$ cat config.mk
export PLATFORM = sky130hd
export DESIGN_NAME = sfp_link_monitor
export DESIGN_NICKNAME = d
export VERILOG_FILES = /design/src/rtl/sfp_link_monitor.sv
export SDC_FILE = /design/constraint.sdc
export NUM_CORES = 1
export LEC_CHECK = 0
export ABC_AREA = 1
export BUFFER_PORTS_ARGS = -buffer_cell sky130_fd_sc_hd__clkbuf_2
export CAP_MARGIN = 20
export CORE_MARGIN = 3
export CORE_UTILIZATION = 55
export DETAILED_ROUTE_END_ITERATION = 10
export GPL_TIMING_DRIVEN = 0
export PLACE_DENSITY_LB_ADDON = 0.05
export SYNTH_ARGS = -nofsm -noshare
export SYNTH_HDL_FRONTEND = slang
export SYNTH_SLANG_ARGS = --single-unit
$ cat constraint.sdc
create_clock -name clk -period 1.56 [get_ports clk]
set_clock_uncertainty 0.15 [all_clocks]
set_input_delay 0.312 -clock clk [delete_from_list [all_inputs] [get_ports clk]]
set_output_delay 0.312 -clock clk [all_outputs]
set_load 0.05 [all_outputs]
$ cat src/rtl/sfp_link_monitor.sv
`default_nettype none
// sfp_link_monitor: SFP cage pin synchroniser/debouncer, link state machine,
// TX-disable control and saturating link-drop counter.  Rev 1.0
module sfp_link_monitor #(
    parameter int SYNC_STAGES     = 2,
    parameter int DEBOUNCE_CYCLES = 1000000,
    parameter int SETTLE_CYCLES   = 30000000,
    parameter int CNT_WIDTH       = 16
) (
    input  logic                 clk,
    input  logic                 rst_n,
    input  logic                 detect,
    input  logic                 los,
    input  logic                 i_shutdown,
    input  logic                 clr_count,
    output logic                 shutdown,
    output logic                 o_detect,
    output logic                 o_los,
    output logic                 link_up,
    output logic [1:0]           state,
    output logic                 link_change,
    output logic [CNT_WIDTH-1:0] link_drops
);

    localparam int DB_W  = (DEBOUNCE_CYCLES > 1) ? $clog2(DEBOUNCE_CYCLES) : 1;
    localparam int SET_W = (SETTLE_CYCLES > 1) ? $clog2(SETTLE_CYCLES) : 1;
    // Bit 0 carries detect, bit 1 carries los; los idles high (no light).
    localparam logic [1:0] RST_VAL = 2'b10;

    typedef enum logic [1:0] {
        ABSENT   = 2'd0,
        SETTLE   = 2'd1,
        NO_LIGHT = 2'd2,
        LINK_UP  = 2'd3
    } state_t;

    logic [1:0] raw_in;
    logic [1:0] deb;
    assign raw_in = {los, detect};

    generate
        for (genvar g = 0; g < 2; g++) begin : g_cond
            logic [SYNC_STAGES-1:0] sync_ff;
            logic [DB_W-1:0]        db_cnt;
            logic                   deb_val;
            logic                   sync_out;

            assign sync_out = sync_ff[SYNC_STAGES-1];
            assign deb[g]   = deb_val;

            always_ff @(posedge clk) begin
                if (!rst_n) begin
                    sync_ff <= {SYNC_STAGES{RST_VAL[g]}};
                    db_cnt  <= '0;
                    deb_val <= RST_VAL[g];
                end else begin
                    sync_ff <= {sync_ff[SYNC_STAGES-2:0], raw_in[g]};
                    if (sync_out == deb_val) begin
                        db_cnt <= '0;
                    end else if (db_cnt == DB_W'(DEBOUNCE_CYCLES - 1)) begin
                        deb_val <= sync_out;
                        db_cnt  <= '0;
                    end else begin
                        db_cnt <= db_cnt + DB_W'(1);
                    end
                end
            end
        end
    endgenerate

    state_t           st;
    logic [SET_W-1:0] settle_cnt;
    logic             d_det;
    logic             d_los;

    assign d_det    = deb[0];
    assign d_los    = deb[1];
    assign o_detect = d_det;
    assign o_los    = d_los;
    assign state    = st;
    assign link_up  = (st == LINK_UP);

    // Removal is tested first in every state so it overrides all other exits.
    always_ff @(posedge clk) begin
        if (!rst_n) begin
            st          <= ABSENT;
            settle_cnt  <= '0;
            shutdown    <= 1'b1;
            link_change <= 1'b0;
            link_drops  <= '0;
        end else begin
            link_change <= 1'b0;
            shutdown    <= (st == ABSENT) || (st == SETTLE) || i_shutdown;
            case (st)
                ABSENT: begin
                    if (d_det) begin
                        st         <= SETTLE;
                        settle_cnt <= '0;
                    end
                end
                SETTLE: begin
                    if (!d_det) begin
                        st <= ABSENT;
                    end else if (settle_cnt == SET_W'(SETTLE_CYCLES - 1)) begin
                        if (d_los) begin
                            st <= NO_LIGHT;
                        end else begin
                            st          <= LINK_UP;
                            link_change <= 1'b1;
                        end
                    end else begin
                        settle_cnt <= settle_cnt + SET_W'(1);
                    end
                end
                NO_LIGHT: begin
                    if (!d_det) begin
                        st <= ABSENT;
                    end else if (!d_los) begin
                        st          <= LINK_UP;
                        link_change <= 1'b1;
                    end
                end
                LINK_UP: begin
                    if (!d_det) begin
                        st          <= ABSENT;
                        link_change <= 1'b1;
                    end else if (d_los) begin
                        st          <= NO_LIGHT;
                        link_change <= 1'b1;
                    end
                end
                default: st <= ABSENT;
            endcase

            if (clr_count) begin
                link_drops <= '0;
            end else if ((st == LINK_UP) && d_det && d_los && (link_drops != '1)) begin
                link_drops <= link_drops + CNT_WIDTH'(1);
            end
        end
    end

endmodule
`default_nettype wire

==> flow_metrics.py, run 1 <==
metrics = {
    "layout": {
        "fin_area_um2": 7160,
        "fin_util_pct": 85.9,
        "syn2layout_area_growth_pct": 49.0,
        "drive_above_1_share_pct": 45.6,
        "fin_nets": 836,
        "antennaDiodeCount": 0,
        "instances_no_fill": 932,
    },
    "floorplanning": {
        "core_area_um2": 8340,
        "dieArea_um2": 9890,
        "die_x_um": 99.5,
        "die_h_um": 99.5,
        "io_pins": 29,
        "start_util_pct": 57.6,
        "rows": 33,
    },
    "logic_synthesis": {
        "synth_warnings": 0,
        "synthFlopType": "dfxtp_1",
        "synth-edff-count": 0,
        "synthesis.area_um2": 4800,
        "avgSynthCellArea_um2": 6.82,
        "ys_seq_elements": 91,
        "synth_cell_types": 38,
        "synth_area_leaders": "dfxtp_1 38%, nand2_1 12%, nor2_1 8.7%",
        "synth_cells": 704,
        "netlist.top_cell.by_area": "dfxtp_1",
        "syn_nets": 718,
        "synth_most_common_cell": "nand2_1",
        "netlist_top_cells_count": "159 x nand2_1, 111 x nor2_1, 91 x dfxtp_1, 74 x inv_1, 63 x nand3_1",
        "synth_top_cell_area_share_pct": 37.9,
        "seq_area_frac_synth_pct": 37.9,
        "synth_async_sr_flop_share_pct": 0,
    },
    "power": {
        "p_leak_nw": 2.72,
        "ir_drop_uv": 430,
        "power.total_mw": 4.36,
        "p_per_area_nw_per_um2": 609,
    },
    "drt": {
        "ant_nets": 0,
        "avgViaCountPerCell": 5.76,
        "wirelength_mm": 16.1,
        "drc": 0,
        "drt_first_iter_violations": 381,
        "avgRoutedWirePerCell_um": 17.2,
        "drtPass1Iterations": 5,
        "num_vias": 5372,
    },
    "setup_path": {
        "arrival_ps": 1910,
        "critPathLaunchType": "register",
        "crit_fanout": 5,
        "cp-end-kind": "register",
        "r2r_cells": 10,
        "criticalPathCategory": "reg -> reg",
        "cp_data_required_time_ps": 1700,
    },
    "sta": {
        "setup-violations-final": 81,
        "max_freq_mhz": 564,
        "tightest_slew_ps": 715,
        "slew_headroom_pct": 52.4,
        "holdWs_ps": 7.03,
        "layout_min_cycle_time_ps": 1770,
        "finalHoldViolCount": 0,
        "rsz0062_at_grt": "true",
        "min_period_over_period_pct": 114,
        "setup_tns_ps": -9520,
        "slew_violations": 0,
        "setup_slack_ps": -213,
    },
    "place": {
        "placed_cells": 836,
        "hpwl_mm": 7.86,
        "dpl_cell_area_um2": 5260,
        "dpl_worst_slack_ps": -316,
        "io_buffers": 27,
        "place_congestion": 0.905,
    },
    "clocking": {
        "clock_sinks": 91,
        "clk_pin_slew_ps": 100,
        "ctsLongestPathBuffers": 2,
        "cts_tree": "yes",
        "htreeDepth": 3,
        "clk-insertion-delay-late_ps": 370,
        "cts_made_buffers": 9,
        "clock_tree.root_cell": "clkbuf_8",
    },
    "global_route": {
        "grt_use_total_pct": 25.4,
        "grt_max_degree": 16,
        "overflow": 0,
        "grt_first_pass_wirelength_mm": 20.6,
        "grt_pass1_vias": 4594,
        "antenna_found_initial": 0,
    },
    "status": {
        "status": "finished with violations",
        "violations": "negative setup slack",
    },
    "worst_hold_path": {
        "hold_path_depth": 3,
        "hp-class": "in -> reg",
    },
    "job": {
        "max_cap_viol_count": 0,
    },
}
## repair_timing
action | in CTS | in global routing
endpoints found under the setup margin | 81 | 87
hold buffers | 1 | 0
buffers inserted | 39 | 33
hold endpoints to repair | 1 | 0
gates cloned | 3 | 4
gates resized for setup | 119 | 165
pin swaps | 31 | 55
## report_power, final
| part | internal [mW] | switching [mW] | leakage, nW |
|---|---|---|---|
| Clock | 0.958 | 0.898 | 0.114 |
| Combinational | 0.0772 | 0.123 | 1.84 |
| Sequential | 2.29 | 0.0111 | 0.768 |
## cell usage in the layout, fill, tap and decap left out, drive strengths merged
cell         instances
nand2              165
nor2               122
dfxtp               91
buf                 88
inv                 80
nand3               64
a21oi               55
clkbuf              43
nor3                27
xor2                18
o21ai               13
nand4               12
ha                   8
xnor2                7
nor3b                6
nand3b               6
a31oi                4
o211ai               3
or2                  3
and2                 3
bufinv               2
clkinv               2
o21bai               1
a22oi                1
nor4                 1
o21a                 1
dlygate4sd3          1
## layer usage
layer  track usage (%)  part of all wire [%]
met1              31.1                    39
met2              44.6                    51
met3              4.14                   5.7
met4              9.56                   3.8
met5                 0                     0
## final cells by class
type	count	area, um^2
Fill cell	437	1180
Sequential cell	91	1950
Tap cell	105	131
Inverter	79	312
Clock buffer	11	141
Multi-Input combinational cell	520	3480
Timing Repair Buffer	107	907
Clock inverter	5	83.8
Buffer	14	156
## state kept, by name (all words and copies together), names as in the netlist
register and cells:
g_cond.sync_ff 4, link_drops 16, o_detect 1, shutdown 1
settle_cnt 25, g_cond.db_cnt 40, o_los 1, link_change 1
state 2
## worst max-delay path, cell delays in order, from the launching register on
cell	delay, ps
dfxtp_4	380
ha_4	160
nand3_4	110
buf_4	160
inv_2	100
nand3_1	100
nand2_1	130
nand2_1	100
nor2_1	110
nand2_1	80
a21oi_1	110
## worst paths after layout
| check | startpoint | endpoint | slack [ps] |
|---|---|---|---|
| worst min-delay path | detect | g_cond[0].sync_ff[0] | 7 |
| worst max-delay path | settle_cnt[0] | settle_cnt[12] | -210 |
| worst min register to register | g_cond[1].sync_ff[0] | g_cond[1].sync_ff[1] | 260 |
| worst max register to register | settle_cnt[0] | settle_cnt[12] | -210 |
## cell families (layout without fill, tap and decap cells)
family | count (synthesis) | after routing | synth area share, %
adders and majority gates | 8 | 8 | 2.08
xor gates and xnor gates | 25 | 25 | 4.56
AOI/OAI and AO/OA | 78 | 78 | 8.67
and+or+nand+nor | 409 | 409 | 38.3
DFF | 91 | 91 | 37.9
buffers and inverters | 93 | 216 | 8.52
(Power assumes the default switching activity.)
==> run 2: changes to the inputs <==
--- a/config.mk
+++ b/config.mk
@@ -8,7 +8,7 @@
 export ABC_AREA = 1
 export BUFFER_PORTS_ARGS = -buffer_cell sky130_fd_sc_hd__clkbuf_2
 export CAP_MARGIN = 20
-export CORE_MARGIN = 3
+export CORE_MARGIN = 1.5
 export CORE_UTILIZATION = 55
 export DETAILED_ROUTE_END_ITERATION = 10
 export GPL_TIMING_DRIVEN = 0
==> flow_metrics.py, run 2 (synthesis results as in run 1) <==
metrics = {
    "sta": {
        "setup-violations-final": 74,
        "setup_tns_ps": -7560,
        "layout_min_cycle_time_ps": 1790,
        "slew_headroom_pct": 65.4,
        "finalHoldViolCount": 0,
        "slew_violations": 0,
        "setup_slack_ps": -225,
        "rsz0062_at_grt": "true",
        "tightest_slew_ps": 518,
        "min_period_over_period_pct": 114,
        "max_freq_mhz": 560,
    },
    "setup_path": {
        "cp-end-kind": "register",
        "cp_data_required_time_ps": 1670,
        "crit_fanout": 6,
        "arrival_ps": 1890,
        "critPathLaunchType": "register",
        "r2r_start": "settle_cnt[15]",
        "r2r_cells": 10,
        "criticalPathCategory": "reg -> reg",
        "reg2reg_slack_ps": -230,
        "r2r_end": "settle_cnt[4]",
    },
    "drt": {
        "avgRoutedWirePerCell_um": 15.6,
        "wirelength_mm": 14.5,
        "drtPass1Iterations": 5,
        "drc": 0,
        "ant_nets": 0,
        "avgViaCountPerCell": 5.64,
        "num_vias": 5268,
        "drt_first_iter_violations": 284,
    },
    "layout": {
        "layout.cells.most_common": "nand2_1",
        "nFillCells": 468,
        "syn2layout_area_growth_pct": 45.3,
        "top_regs": "g_cond.db_cnt: 40 flops, settle_cnt: 25 flops, link_drops: 16 flops",
        "antennaDiodeCount": 0,
        "largest_reg_flops": 40,
        "layout.cells.most_common_list": "127 x nand2_1, 80 x nor2_1, 67 x inv_1",
        "fin_area_um2": 6980,
        "fin_nets": 838,
        "drive_above_1_share_pct": 43.4,
        "top_register": "g_cond.db_cnt",
    },
    "global_route": {
        "grt_first_pass_wirelength_mm": 20.1,
        "grt_pass1_vias": 4650,
        "grt_use_total_pct": 27.5,
        "antenna_found_initial": 0,
        "overflow": 0,
        "grt_max_degree": 16,
    },
    "clocking": {
        "ctsLongestPathBuffers": 2,
        "clock_sinks": 91,
        "clk-insertion-delay-late_ps": 370,
        "cts_tree": "yes",
        "clock_tree.root_cell": "clkbuf_8",
        "htreeDepth": 3,
        "clk_pin_slew_ps": 90,
        "cts_made_buffers": 9,
    },
    "power": {
        "pwr-share-clk_pct": 39.5,
        "power.internal_mw": 3.12,
        "p_comb_share_pct": 4.7,
        "seq_power_share_pct": 55.8,
        "ir_drop_uv": 610,
        "p_leak_nw": 2.63,
        "p_per_area_nw_per_um2": 591,
        "p_sw_mw": 1.01,
        "swShare_pct": 24.4,
    },
    "worst_hold_path": {
        "hold_path_end": "g_cond[1].sync_ff[0]",
        "hp-class": "in -> reg",
        "hold_path_depth": 2,
        "min_from": "los",
    },
    "job": {
        "max_cap_viol_count": 0,
    },
    "place": {
        "place_congestion": 0.905,
        "io_buffers": 27,
        "dpl_cell_area_um2": 5260,
        "hpwl_mm": 7.75,
    },
    "floorplanning": {
        "rows": 33,
        "die_x_um": 96.5,
        "die_h_um": 96.5,
        "start_util_pct": 57.6,
        "dieArea_um2": 9310,
        "io_pins": 29,
        "core_area_um2": 8340,
    },
    "status": {
        "violations": "negative setup slack",
        "status": "finished with violations",
    },
}
## run 2: final cells by class
type	instances	area (um^2)	share of cell area [%]
flip-flops and latches	91	1940	27.8
clock inverters	5	62.6	0.896
well taps	105	131	1.88
clock buffers	11	131	1.88
multi-input cells	521	3340	47.8
plain buffers	14	151	2.17
repair buffers	108	915	13.1
inverters	79	312	4.46
## run 2: metrics by stage
step	std cells	worst slack (ps)	hold WS (ps)	util (%)	total power, mW
5_1_grt	934	-305	22.4	83.7	4.26
3_3_place_gp	836	-288	252	63.0	2.50
3_5_place_dp	836	-318	254	63.0	2.50
4_1_cts	905	-78.7	12.0	75.7	4.13
2_1_floorplan	704	-51.1	240	-	2.47
6_report	934	-225	19.7	83.7	4.13
## run 2: worst max-delay path, cell delays in order, from the launching register on
cell	delay [ps]
dfxtp_4	390
nand2_1	100
nor2_1	150
nand2_1	90
nor2_2	90
nand2_2	90
nand2_4	150
nand2_4	120
buf_8	150
a21oi_2	130
nor2_1	70
## run 2: what timing repair did
item	4_1_cts	5_1_grt
endpoints found under the hold margin	1	0
setup endpoints to repair	81	86
gates cloned	5	4
resized for setup	121	120
hold buffers	1	0
pin swaps	32	37
setup buffers	47	26
## run 2: power groups by stage
stage          registers [mW]  clock network [mW]  logic, mW
2_1_floorplan            2.38                   0     0.0824
3_3_place_gp             2.37                   0      0.123
3_5_place_dp             2.37                   0      0.126
4_1_cts                  2.31                1.65      0.172
5_1_grt                  2.31                1.75      0.208
6_report                 2.30                1.63      0.194
## run 2: how the worst max path moves through the flow
stage	from	to	slack [ps]
after floorplan	link_drops[0]	link_drops[12]	-50
after global placement	settle_cnt[0]	settle_cnt[22]	-290
after detailed placement	settle_cnt[0]	settle_cnt[22]	-320
after CTS	settle_cnt[1]	settle_cnt[24]	-80
after global routing	settle_cnt[18]	settle_cnt[24]	-310
final	settle_cnt[15]	settle_cnt[4]	-230
## run 2: per-layer routing
layer	global-route usage [%]	wire, um	vias up
met1	32.4	5850	2466
met5	0	0	-
li1	-	-	2519
met4	9.90	547	0
met3	3.44	836	58
met2	50.6	7310	225
==> run 3: changes to the inputs <==
==> constraint.sdc (replaced) <==
create_clock -name clk -period 1.5 [get_ports clk]
set_clock_uncertainty 0.15 [all_clocks]
set_input_delay 0.3 -clock clk [delete_from_list [all_inputs] [get_ports clk]]
set_output_delay 0.3 -clock clk [all_outputs]
set_load 0.05 [all_outputs]
==> flow_metrics.py, run 3 (synthesis results as in run 1) <==
metrics = {
    "clocking": {
        "clock_sinks": 91,
        "htreeDepth": 3,
        "cts_made_buffers": 9,
        "clk_pin_slew_ps": 110,
        "clock_tree.root_cell": "clkbuf_8",
        "ctsLongestPathBuffers": 2,
        "cts_tree": "yes",
        "clk-insertion-delay-late_ps": 390,
    },
    "drt": {
        "num_vias": 5918,
        "drc": 0,
        "wirelength_mm": 19.0,
        "drtPass1Iterations": 8,
        "drt_first_iter_violations": 578,
        "avgViaCountPerCell": 6.30,
        "ant_nets": 0,
        "avgRoutedWirePerCell_um": 20.2,
    },
    "global_route": {
        "antenna_found_initial": 0,
        "grt_max_degree": 16,
        "grt_first_pass_wirelength_mm": 22.3,
        "overflow": 0,
        "grt_pass1_vias": 4924,
        "grt_use_total_pct": 30.7,
    },
    "setup_path": {
        "r2r_start": "settle_cnt[17]",
        "cp_num_buf_inv": 3,
        "path_cells": "inv_1 > nand2_1 > nor2_1 > nand2_1 > nor2_2 > nand2_2 > nand2_4 > buf_6 > buf_6 > nand3_1 > a21oi_1",
        "crit_path_max_incr_delay_ps": 360,
        "slowest_stage": "dfxtp_4",
        "startpoint": "settle_cnt[17]",
        "arrival_ps": 2160,
        "critPathTopFamily": "simple AND/OR/NAND/NOR gates",
        "cp_data_required_time_ps": 1650,
        "criticalPathCategory": "reg -> reg",
        "r2r_cells": 11,
        "crit_fanout": 5,
        "cp-end-kind": "register",
        "crit_end": "settle_cnt[6]",
        "critPathLaunchType": "register",
        "r2r_end": "settle_cnt[6]",
        "reg2reg_slack_ps": -520,
        "cp_num_cells": 11,
    },
    "layout": {
        "fin_nets": 844,
        "top_regs": "g_cond.db_cnt: 40 flops, settle_cnt: 25 flops, link_drops: 16 flops",
        "layout.cells.most_common_list": "117 x nand2_1, 70 x nor2_1, 63 x inv_1, 63 x buf_4, 41 x a21oi_2",
        "layout.cells.most_common": "nand2_1",
        "drive_above_1_share_pct": 52.2,
        "antennaDiodeCount": 0,
        "fin_area_um2": 7510,
        "top_register": "g_cond.db_cnt",
        "nFillCells": 350,
        "syn2layout_area_growth_pct": 56.3,
        "largest_reg_flops": 40,
        "fin_util_pct": 90.1,
    },
    "sta": {
        "finalHoldViolCount": 0,
        "min_period_over_period_pct": 134,
        "layout_min_cycle_time_ps": 2020,
        "tightest_slew_ps": 599,
        "slew_violations": 0,
        "setup-violations-final": 92,
        "holdWs_ps": 77.4,
        "max_freq_mhz": 496,
        "slew_headroom_pct": 60.0,
        "setup_tns_ps": -19640,
        "setup_slack_ps": -516,
        "rsz0062_at_grt": "true",
    },
    "place": {
        "hpwl_mm": 7.88,
        "io_buffers": 27,
        "place_congestion": 0.892,
        "dpl_cell_area_um2": 5420,
    },
    "power": {
        "p_leak_nw": 2.83,
        "p_per_area_nw_per_um2": 606,
        "p_comb_share_pct": 5.3,
        "swShare_pct": 25.5,
        "ir_drop_uv": 451,
        "pwr-share-clk_pct": 42.3,
        "seq_power_share_pct": 52.4,
        "p_sw_mw": 1.16,
        "power.internal_mw": 3.39,
    },
    "worst_hold_path": {
        "hp-class": "in -> reg",
    },
    "floorplanning": {
        "core_area_um2": 8340,
        "io_pins": 29,
        "start_util_pct": 57.6,
        "die_h_um": 96.5,
        "rows": 33,
        "dieArea_um2": 9310,
        "die_x_um": 96.5,
    },
    "status": {
        "violations": "negative setup slack",
        "status": "finished with violations",
    },
    "job": {
        "max_cap_viol_count": 0,
    },
}
## run 3: cell count changes in the layout (fill, tap and decap cells not counted), sizes merged
| cell | change |
|---|---|
| dlygate4sd3 | +2 |
| clkbuf | -5 |
| clkinv | +2 |
| inv | +1 |
| buf | +8 |
| clkinvlp | -2 |
## run 3: final cells by class
class                      instances  area (um^2)  area share (%)
clock inverter                     5         57.6           0.766
timing repair inverter             1         6.26          0.0833
multi-input combinational        521         3650            48.6
inverter                          79          318            4.23
sequential                        91         1970            26.2
tap                              105          131            1.75
clock buffer                      11          163            2.17
timing repair buffer             113         1050            13.9
buffer                            14          170            2.27
## run 3: worst min path at each step
stage	start	to	cells after the start
final	rst_n	o_los	2
after global routing	rst_n	o_los	2
after CTS	rst_n	o_los	2
after detailed placement	g_cond[1].sync_ff[0]	g_cond[1].sync_ff[1]	1
after global placement	g_cond[1].sync_ff[0]	g_cond[1].sync_ff[1]	1
after floorplan	g_cond[0].sync_ff[0]	g_cond[0].sync_ff[1]	2
## run 3: routing by layer
metal | share of wire [%] | up-vias | track usage [%]
met2 | 47 | 464 | 53.2
met4 | 7.4 | 0 | 14.1
met5 | 0 | - | 0
met3 | 8.5 | 164 | 3.83
li1 | - | 2529 | -
met1 | 37 | 2761 | 37.9
## run 3: worst register-to-register path, cell delays in order (launching register included)
cell and delay, ps:
dfxtp_4 360, inv_1 70, nand2_1 60, nor2_1 110, nand2_1 150, nor2_2 130, nand2_2 110, nand2_4 170
buf_6 140, buf_6 130, nand3_1 130, a21oi_1 220
## run 3: per-stage QoR
| stage | setup slack [ps] | total power [mW] | std cells |
|---|---|---|---|
| after floorplan | -111 | 2.57 | 704 |
| after global placement | -291 | 2.61 | 836 |
| after detailed placement | -340 | 2.61 | 836 |
| after CTS | -107 | 4.45 | 912 |
| after global routing | -492 | 4.61 | 940 |
| final | -516 | 4.55 | 940 |
## run 3: power by group through the flow
stage          combinational (mW)  sequential [mW]  clock (mW)
5_1_grt                     0.250             2.39        1.97
3_3_place_gp                0.138             2.47           0
4_1_cts                     0.186             2.39        1.87
2_1_floorplan              0.0947             2.48           0
6_report                    0.239             2.38        1.93
3_5_place_dp                0.141             2.47           0
## run 3: timing repair
| item | 4_1_cts | 5_1_grt |
|---|---|---|
| gates cloned | 7 | 4 |
| hold buffers | 3 | 0 |
| pin swaps | 44 | 45 |
| hold endpoints to repair | 3 | 0 |
| setup buffers | 50 | 24 |
| gates resized for setup | 163 | 165 |
| setup endpoints to repair | 90 | 98 |
